==> src/rtl/shiftr_engine.sv <==
// -----------------------------------------------------------------------------
// shiftr_engine
//
// Multi-mode serial shift engine. A WIDTH-bit word is parallel-loaded, then a
// start command runs a latched number of single-bit shifts, one per cycle
// with enable high. Each step reports the bit that fell out on so. Operations
// are logical right/left with a fill bit, rotate right and arithmetic right.
//
// Ports:
//   clk     rising-edge clock
//   rst     synchronous active-high reset
//   data    parallel load value
//   load    load data into o; aborts any running operation
//   start   begin an operation (accepted only while idle)
//   mode    00 logical right, 01 logical left, 10 rotate right, 11 arith right
//   amt     number of single-bit steps (0 gives an immediate done)
//   w       fill bit for the logical modes
//   enable  advance one step per cycle while shifting; low stalls
//   o       register contents
//   so      bit most recently shifted out
//   busy    high while an operation is in progress
//   done    one-cycle completion pulse
// -----------------------------------------------------------------------------
module shiftr_engine #(
  parameter int WIDTH = 16,
  parameter int AMT_W = 5
) (
  input  logic             clk,
  input  logic             rst,
  input  logic [WIDTH-1:0] data,
  input  logic             load,
  input  logic             start,
  input  logic [1:0]       mode,
  input  logic [AMT_W-1:0] amt,
  input  logic             w,
  input  logic             enable,
  output logic [WIDTH-1:0] o,
  output logic             so,
  output logic             busy,
  output logic             done
);

  typedef enum logic {
    S_IDLE  = 1'b0,
    S_SHIFT = 1'b1
  } state_t;

  localparam logic [1:0] M_LSR = 2'b00;
  localparam logic [1:0] M_LSL = 2'b01;
  localparam logic [1:0] M_ROR = 2'b10;

  state_t           state_q, state_d;
  logic [WIDTH-1:0] o_q, o_d;
  logic             so_q, so_d;
  logic             done_q, done_d;
  logic [AMT_W-1:0] cnt_q, cnt_d;
  logic [1:0]       mode_q, mode_d;
  logic             w_q, w_d;

  // One-bit step of the latched operation applied to the current word.
  logic [WIDTH-1:0] step_o;
  logic             step_so;

  always_comb begin
    step_o  = o_q;
    step_so = so_q;
    case (mode_q)
      M_LSR: begin
        step_o  = {w_q, o_q[WIDTH-1:1]};
        step_so = o_q[0];
      end
      M_LSL: begin
        step_o  = {o_q[WIDTH-2:0], w_q};
        step_so = o_q[WIDTH-1];
      end
      M_ROR: begin
        step_o  = {o_q[0], o_q[WIDTH-1:1]};
        step_so = o_q[0];
      end
      default: begin
        step_o  = {o_q[WIDTH-1], o_q[WIDTH-1:1]};
        step_so = o_q[0];
      end
    endcase
  end

  always_comb begin
    state_d = state_q;
    o_d     = o_q;
    so_d    = so_q;
    done_d  = 1'b0;
    cnt_d   = cnt_q;
    mode_d  = mode_q;
    w_d     = w_q;

    if (load) begin
      // Load wins over start and over any step; so keeps its last value.
      o_d     = data;
      state_d = S_IDLE;
    end else begin
      case (state_q)
        S_IDLE: begin
          if (start) begin
            if (amt != '0) begin
              mode_d  = mode;
              w_d     = w;
              cnt_d   = amt;
              state_d = S_SHIFT;
            end else begin
              // Zero-length operation completes immediately.
              done_d = 1'b1;
            end
          end
        end
        S_SHIFT: begin
          if (enable) begin
            o_d   = step_o;
            so_d  = step_so;
            cnt_d = cnt_q - 1'b1;
            // Final step: leave SHIFT on the same edge so a start seen
            // during the done cycle is accepted without a gap.
            if (cnt_q == AMT_W'(1)) begin
              state_d = S_IDLE;
              done_d  = 1'b1;
            end
          end
        end
        default: state_d = S_IDLE;
      endcase
    end
  end

  always_ff @(posedge clk) begin
    if (rst) begin
      state_q <= S_IDLE;
      o_q     <= '0;
      so_q    <= 1'b0;
      done_q  <= 1'b0;
      cnt_q   <= '0;
      mode_q  <= 2'b00;
      w_q     <= 1'b0;
    end else begin
      state_q <= state_d;
      o_q     <= o_d;
      so_q    <= so_d;
      done_q  <= done_d;
      cnt_q   <= cnt_d;
      mode_q  <= mode_d;
      w_q     <= w_d;
    end
  end

  assign o    = o_q;
  assign so   = so_q;
  assign busy = (state_q == S_SHIFT);
  assign done = done_q;

endmodule

==> config.mk <==
export PLATFORM = sky130hd
export DESIGN_NAME = shiftr_engine
export DESIGN_NICKNAME = d
export VERILOG_FILES = /design/src/rtl/shiftr_engine.sv
export SDC_FILE = /design/constraint.sdc
export NUM_CORES = 1
export LEC_CHECK = 0
export ABC_AREA = 1
export CAP_MARGIN = 20
export CELL_PAD_IN_SITES_DETAIL_PLACEMENT = 2
export CELL_PAD_IN_SITES_GLOBAL_PLACEMENT = 2
export CORE_ASPECT_RATIO = 1.2
export CORE_MARGIN = 2
export CORE_UTILIZATION = 28
export DETAILED_ROUTE_END_ITERATION = 10
export PLACE_DENSITY_LB_ADDON = 0.1
export SYNTH_ARGS = -nofsm -noshare
export SYNTH_HDL_FRONTEND = slang
export SYNTH_SLANG_ARGS = --single-unit
==> constraint.sdc <==
create_clock -name clk -period 2.1 [get_ports clk]
set_clock_uncertainty 0.1 [all_clocks]
set_input_delay 0.42 -clock clk [delete_from_list [all_inputs] [get_ports clk]]
set_output_delay 0.42 -clock clk [all_outputs]
set_load 0.1 [all_outputs]
==> summary.txt, run 1 <==
Die
  • Starting density of the core: between 20 and 30%
  • Core area: just under 6000 um2
  • Die width: ~75 um
  • I/O pin count: 48
  • Std cell rows: 31
  • Die Span Y: approximately 90 um
  • Die area: between 6000 and 7000 um2

Synthesis
  • Post-synthesis sequential area ratio: 31.9%
  • Synthesized instance count: roughly 230
  • Synth warn: 0
  • Syn_nets: between 200 and 300
  • Syn_area_per_cell: roughly 7.5 um2
  • Mapped Area: between 1500 and 2000 um2
  • Distinct cells, synth: 28
  • Yosys reg bits: 27

Cells and area
  • Ant diodes: 0
  • Syn-to-layout area delta: 33.4%
  • Final core occ: roughly two fifths
  • Most frequent cells in the layout: 44 x nand2_1, 37 x nand3_1, 28 x clkdlybuf4s50_1, 27 x dfxtp_1, 21 x buf_4
  • Share of layout cells above drive strength 1: between 15 and 20%
  • Non-filler cells, final: approximately 350
  • Commonest non-fill, non-tap cell in the layout: nand2_1
  • NumNets Final: about 310

GRT
  • GRT overflow: 0
  • GR Util All Layers: roughly 18%
  • Pin count of the biggest net entering global routing: 22
  • Vias in the first global route: roughly 1900
  • First-pass GRT wire length: just over 9000 um
  • Antenna violations before repair: 0

Worst hold path
  • Hold Path End: w_q
  • HP Start: w_q
  • HP Class: register to register
  • Hold depth: 2

CTS
  • Clock Path Buffers: 2
  • Post-CTS Repair Setup Buffers: 0
  • CTS clk-pin slew, worst paths: ~0.1 ns
  • Hold buffer count at cts: 0
  • Clock sinks: 27
  • Cts bufs inserted: 3
  • Post-CTS resize count: 0
  • Htree depth: 1
  • CTS tree: built
  • Clk_lat worst skew: approximately 0.28 ns
  • Root buffer cell: clkbuf_8

Setup path
  • Critical path type: input port to register
  • R2R depth: 5
  • CP arrival: roughly 1.9 ns
  • Critical path required time: roughly 2.2 ns
  • Crit path max fanout: 20
  • CP Launch Type: input port
  • Crit path capture type: register
  • RR Startpoint: busy
  • Reg2reg setup slack: roughly 0.48 ns
  • R2r endpoint: o[7]

Timing
  • Setup TNS: 0 ns
  • Period utilization: 83.7%
  • Slew @ Worst Pin: 0.508 ns
  • Max_slew headroom: roughly 66%
  • Minimum clock period after layout: 1.76 ns
  • Fmax achieved: between 500 and 600 MHz
  • Setup Viol. Count Final: 0
  • RSZ-0062 raised after global routing: no
  • Final hold viol count: 0
  • Final Slew Violations: 0

Drt
  • Detail Route met3 WL: 147 um
  • WL/cell: ~15 um
  • Routed vias: 1750
  • TritonRoute pass-1 iters: 4
  • Routed wire length: between 5000 and 6000 um
  • Vias per cell: roughly 5
  • DR WL met2: approximately 2800 um
  • DRT iter0 DRCs: 31
  • Drt drc: 0
  • Uppermost layer routed: met4
  • DRT antenna net count: 0
  • Wl on met1: roughly 2400 um

Pwr
  • Clock power share: 21.5%
  • Seq pwr share: 41.4%
  • Leak Pwr: 0.902 nW
  • P_sw: slightly below 0.0006 W
  • Max VDD drop: roughly 0.25 mV
  • Comb power frac: roughly 37%
  • Power per Cell Area: 636 nW/um2
  • Sw frac: 40.5%
  • Pint: 0.000855 W

Placed design
  • Port buffer count: 47
  • RD Place Congestion: about 0.73
  • # placed instances: 349
  • Post-DP HPWL: about 4000 um

Job
  • Max Cap Viol: 0

Outcome
  • Status: complete, no violations
## registers in the layout (all words and copies together) (netlist names)
name and count:
o 16, mode_q 2, so 1, w_q 1, done 1, cnt_q 5, busy 1
## routing by layer
metal,vias up,GRT usage (%)
met5,-,0
met1,847,22.4
met3,2,1.35
met4,0,4.38
li1,868,-
met2,33,32.0
## how the worst max path moves through the flow
| stage | startpoint | to | depth (start not counted) |
|---|---|---|---|
| after floorplan | busy | o[0] | 6 |
| after global placement | load | o[15] | 6 |
| after detailed placement | load | o[12] | 5 |
| after CTS | load | o[12] | 5 |
| after global routing | load | o[9] | 5 |
| final | load | o[12] | 5 |
## critical path: stages
cell,delay [ns]
clkdlybuf4s50_1,0.45
buf_4,0.24
nor2_4,0.37
nand3_1,0.18
a41oi_2,0.20
## cells in the mapped netlist (all sizes together)
cell type  count  share of area [%]
a21boi         1               0.44
a21o           1               0.44
a21oi         10                3.0
a31oi          2               0.74
a41oi         13                 11
buf           10                5.2
clkbuf         3               0.66
dfxtp         27                 32
ha             6                4.4
inv           20                4.4
nand2         48                 12
nand3         38                 12
nand3b         2               0.89
nand4          2               0.74
nor2          18                4.9
nor3           1               0.29
o21ai         24                7.1
o21bai         1               0.44
## kinds of logic after synthesis
kind of cell / share of synthesized area (%)
AND/OR/NAND/NOR: 30.1
AO/OA/AOI/OAI: 23.2
flip-flops: 31.9
adder cells (fa/ha/maj): 4.43
buffers and inverters: 10.3
## final cells by class
class / count / area (um2)
Inverter: 20 / 75.1
Timing Repair Buffer: 53 / 518
Tap cell: 82 / 103
Fill cell: 712 / 3670
Multi-Input combinational cell: 167 / 980
Sequential cell: 27 / 541
Clock inverter: 1 / 5.00
Clock buffer: 3 / 41.3
## stage by stage
stage | cell area [um2] | setup WS [ns] | hold WS (ns) | power (W)
floorplan | 1700 | 0.145 | 0.338 | 0.000974
global placement | 2220 | 0.127 | 0.363 | 0.00114
detailed placement | 2220 | 0.0475 | 0.382 | 0.00115
CTS | 2260 | 0.355 | 0.399 | 0.00147
global route | 2260 | 0.268 | 0.435 | 0.00152
finish | 2260 | 0.342 | 0.395 | 0.00144
## power groups by stage
stage | combinational, W | clock, W | sequential (W)
final | 0.000533 | 0.000309 | 0.000595
after global routing | 0.000576 | 0.000345 | 0.000603
after CTS | 0.000540 | 0.000331 | 0.000596
after detailed placement | 0.000538 | 0 | 0.000607
after global placement | 0.000529 | 0 | 0.000608
after floorplan | 0.000197 | 0 | 0.000777
No activity file was read; power rests on OpenSTA's default activity.
==> run 2, diff against run 1 <==
--- a/config.mk
+++ b/config.mk
@@ -11,7 +11,7 @@
 export CELL_PAD_IN_SITES_GLOBAL_PLACEMENT = 2
 export CORE_ASPECT_RATIO = 1.2
 export CORE_MARGIN = 2
-export CORE_UTILIZATION = 28
+export CORE_UTILIZATION = 23
 export DETAILED_ROUTE_END_ITERATION = 10
 export PLACE_DENSITY_LB_ADDON = 0.1
 export SYNTH_ARGS = -nofsm -noshare
==> constraint.sdc (replaced) <==
create_clock -name clk -period 1.47 [get_ports clk]
set_clock_uncertainty 0.1 [all_clocks]
set_input_delay 0.294 -clock clk [delete_from_list [all_inputs] [get_ports clk]]
set_output_delay 0.294 -clock clk [all_outputs]
set_load 0.1 [all_outputs]
==> run 2 against run 1 <==
Net effect:
- wire length rose by 4.7%
- cell count rose by 8.5%
- critical path type unchanged
- total power rose by 57%
- hold slack improved by 0.0076 ns
- sequential power rose by 47%
- sequential share of layout area fell by 3.2 points
- sequential cell count did not move
- count of clock-buffer cells in the layout rose by 1
- die area rose by 21%
==> summary.txt, run 2 (synthesis results as in run 1) <==
Cells and area
  • Multi-input logic area: between 1000 and 1500 um2
  • NumNets Final: approximately 330
  • Seq. cell area: 568 um2
  • Share of layout cells above drive strength 1: about a third
  • Commonest non-fill, non-tap cell in the layout: nand2_1
  • Syn-to-layout area delta: 62.2%
  • Fillers: about 830
  • Number of flip-flops in the largest register: 16
  • Ant diodes: 0
  • Final core occ: a little under two fifths
  • Non-filler cells, final: approximately 380
  • Post-layout instance area: about 2800 um2
  • Most frequent cells in the layout: 42 x nand2_1, 36 x nand3_1, 27 x clkdlybuf4s50_1, 24 x buf_4, 22 x buf_12

CTS
  • Root buffer cell: clkbuf_8
  • Htree depth: 1
  • CTS clk-pin slew, worst paths: around 0.1 ns
  • Cts bufs inserted: 3
  • CTS tree: built
  • Clk_lat worst skew: approximately 0.28 ns
  • Clock Path Buffers: 2
  • Clock sinks: 27
  • Hold buffer count at cts: 0

GRT
  • Antenna violations before repair: 0
  • Pin count of the biggest net entering global routing: 22
  • First-pass GRT wire length: roughly 9700 um
  • GR Util All Layers: 15.0%
  • Vias in the first global route: just under 2000
  • GRT overflow: 0

Timing
  • RSZ-0062 raised after global routing: yes
  • Final Slew Violations: 0
  • Max_slew headroom: ~83%
  • Final hold viol count: 0
  • Minimum clock period after layout: around 1.4 ns
  • Setup Viol. Count Final: 0
  • Period utilization: approximately 96%
  • Setup TNS: 0 ns
  • Fmax achieved: 711 MHz
  • Slew @ Worst Pin: ~0.26 ns

Setup path
  • Crit path max fanout: 9
  • Reg2reg setup slack: about 0.070 ns
  • CP arrival: roughly 1.5 ns
  • Critical path endpoint: o[7]
  • R2R depth: 7
  • RR Startpoint: mode_q[1]
  • CP Launch Type: input port
  • Worst setup startpoint: enable
  • Critical path type: input port to register
  • Crit path capture type: register
  • R2r endpoint: o[5]
  • Critical path required time: ~1.5 ns

Die
  • Die area: roughly 8100 um2
  • Die Span Y: just under 100 um
  • Core area: slightly above 7000 um2
  • Starting density of the core: between 20% and 30%
  • Die width: 82.4 um
  • I/O pin count: 48
  • Std cell rows: 34

Placed design
  • Post-DP HPWL: approximately 4500 um
  • # placed instances: 377
  • RD Place Congestion: about 0.76
  • Placed instance area: 2620 um2
  • Port buffer count: 47

Pwr
  • Max VDD drop: about 0.34 mV
  • Power per Cell Area: 819 nW/um2
  • Leak Pwr: 1.08 nW

Outcome
  • Status: complete, no violations

Drt
  • Routed wire length: about 5700 um
  • Drt drc: 0
  • DRT antenna net count: 0
  • DRT iter0 DRCs: 37
  • WL/cell: about 15 um
  • TritonRoute pass-1 iters: 4
  • Vias per cell: about 4.8
  • Routed vias: 1834

Worst hold path
  • Hold depth: 2
  • HP Class: register to register

Job
  • Max Cap Viol: 0
run 2: cell count changes in the layout (fill, tap and decap cells not counted), sizes merged:
cell / previous run / this run
buf: 25 / 47
clkbuf: 3 / 4
clkdlybuf4s50: 28 / 27
clkinv: 1 / 0
dlymetal6s2s: 0 / 1
run 2: through the flow:
| step | power [W] | worst slack [ns] | hold WS, ns |
|---|---|---|---|
| after floorplan | 0.00140 | 0.0114 | 0.263 |
| after global placement | 0.00179 | -0.245 | 0.368 |
| after detailed placement | 0.00180 | -0.258 | 0.384 |
| after CTS | 0.00227 | 0.0250 | 0.410 |
| after global routing | 0.00239 | -0.0242 | 0.447 |
| final | 0.00225 | 0.0635 | 0.403 |
run 2: how the worst min path moves through the flow:
stage                    end  slack [ns]  startpoint
finish                   w_q        0.40         w_q
global route             w_q        0.45         w_q
CTS                 cnt_q[1]        0.41    cnt_q[1]
detailed placement  cnt_q[1]        0.38    cnt_q[1]
global placement    cnt_q[1]        0.37    cnt_q[1]
floorplan              o[15]        0.26         rst
run 2: area by class of cell:
type	instances	share of cell area (%)
flip-flops and latches	27	20.7
inverters	20	2.73
clock buffers	4	1.64
well taps	90	4.09
repair buffers	75	33.3
multi-input cells	167	37.6
run 2: critical path, stage by stage:
cell and delay (ns):
clkdlybuf4s50_1 0.48, nand2_4 0.13, nand2_4 0.11, buf_12 0.16, o21ai_0 0.23, a41oi_2 0.05
run 2: routing by layer:
layer / routed length (um) / up-vias / part of all wire [%] / track usage, %
li1: - / 911 / - / -
met1: 2470 / 891 / 44 / 19.1
met2: 2980 / 30 / 53 / 26.7
met3: 182 / 2 / 3.2 / 1.39
met4: 33 / 0 / 0.58 / 3.08
met5: 0 / - / 0 / 0
run 2: report_power, final:
part	internal, W	switching [W]	leakage, nW
Clock	0.000195	0.000258	0.0228
Sequential	0.000793	0.0000825	0.229
Combinational	0.000388	0.000535	0.831
Total	0.00138	0.000876	1.08
run 2: what timing repair did:
action,in CTS,in global routing
pin swaps,1,3
setup buffers,0,2
resized for setup,5,16
endpoints found under the setup margin,14,19
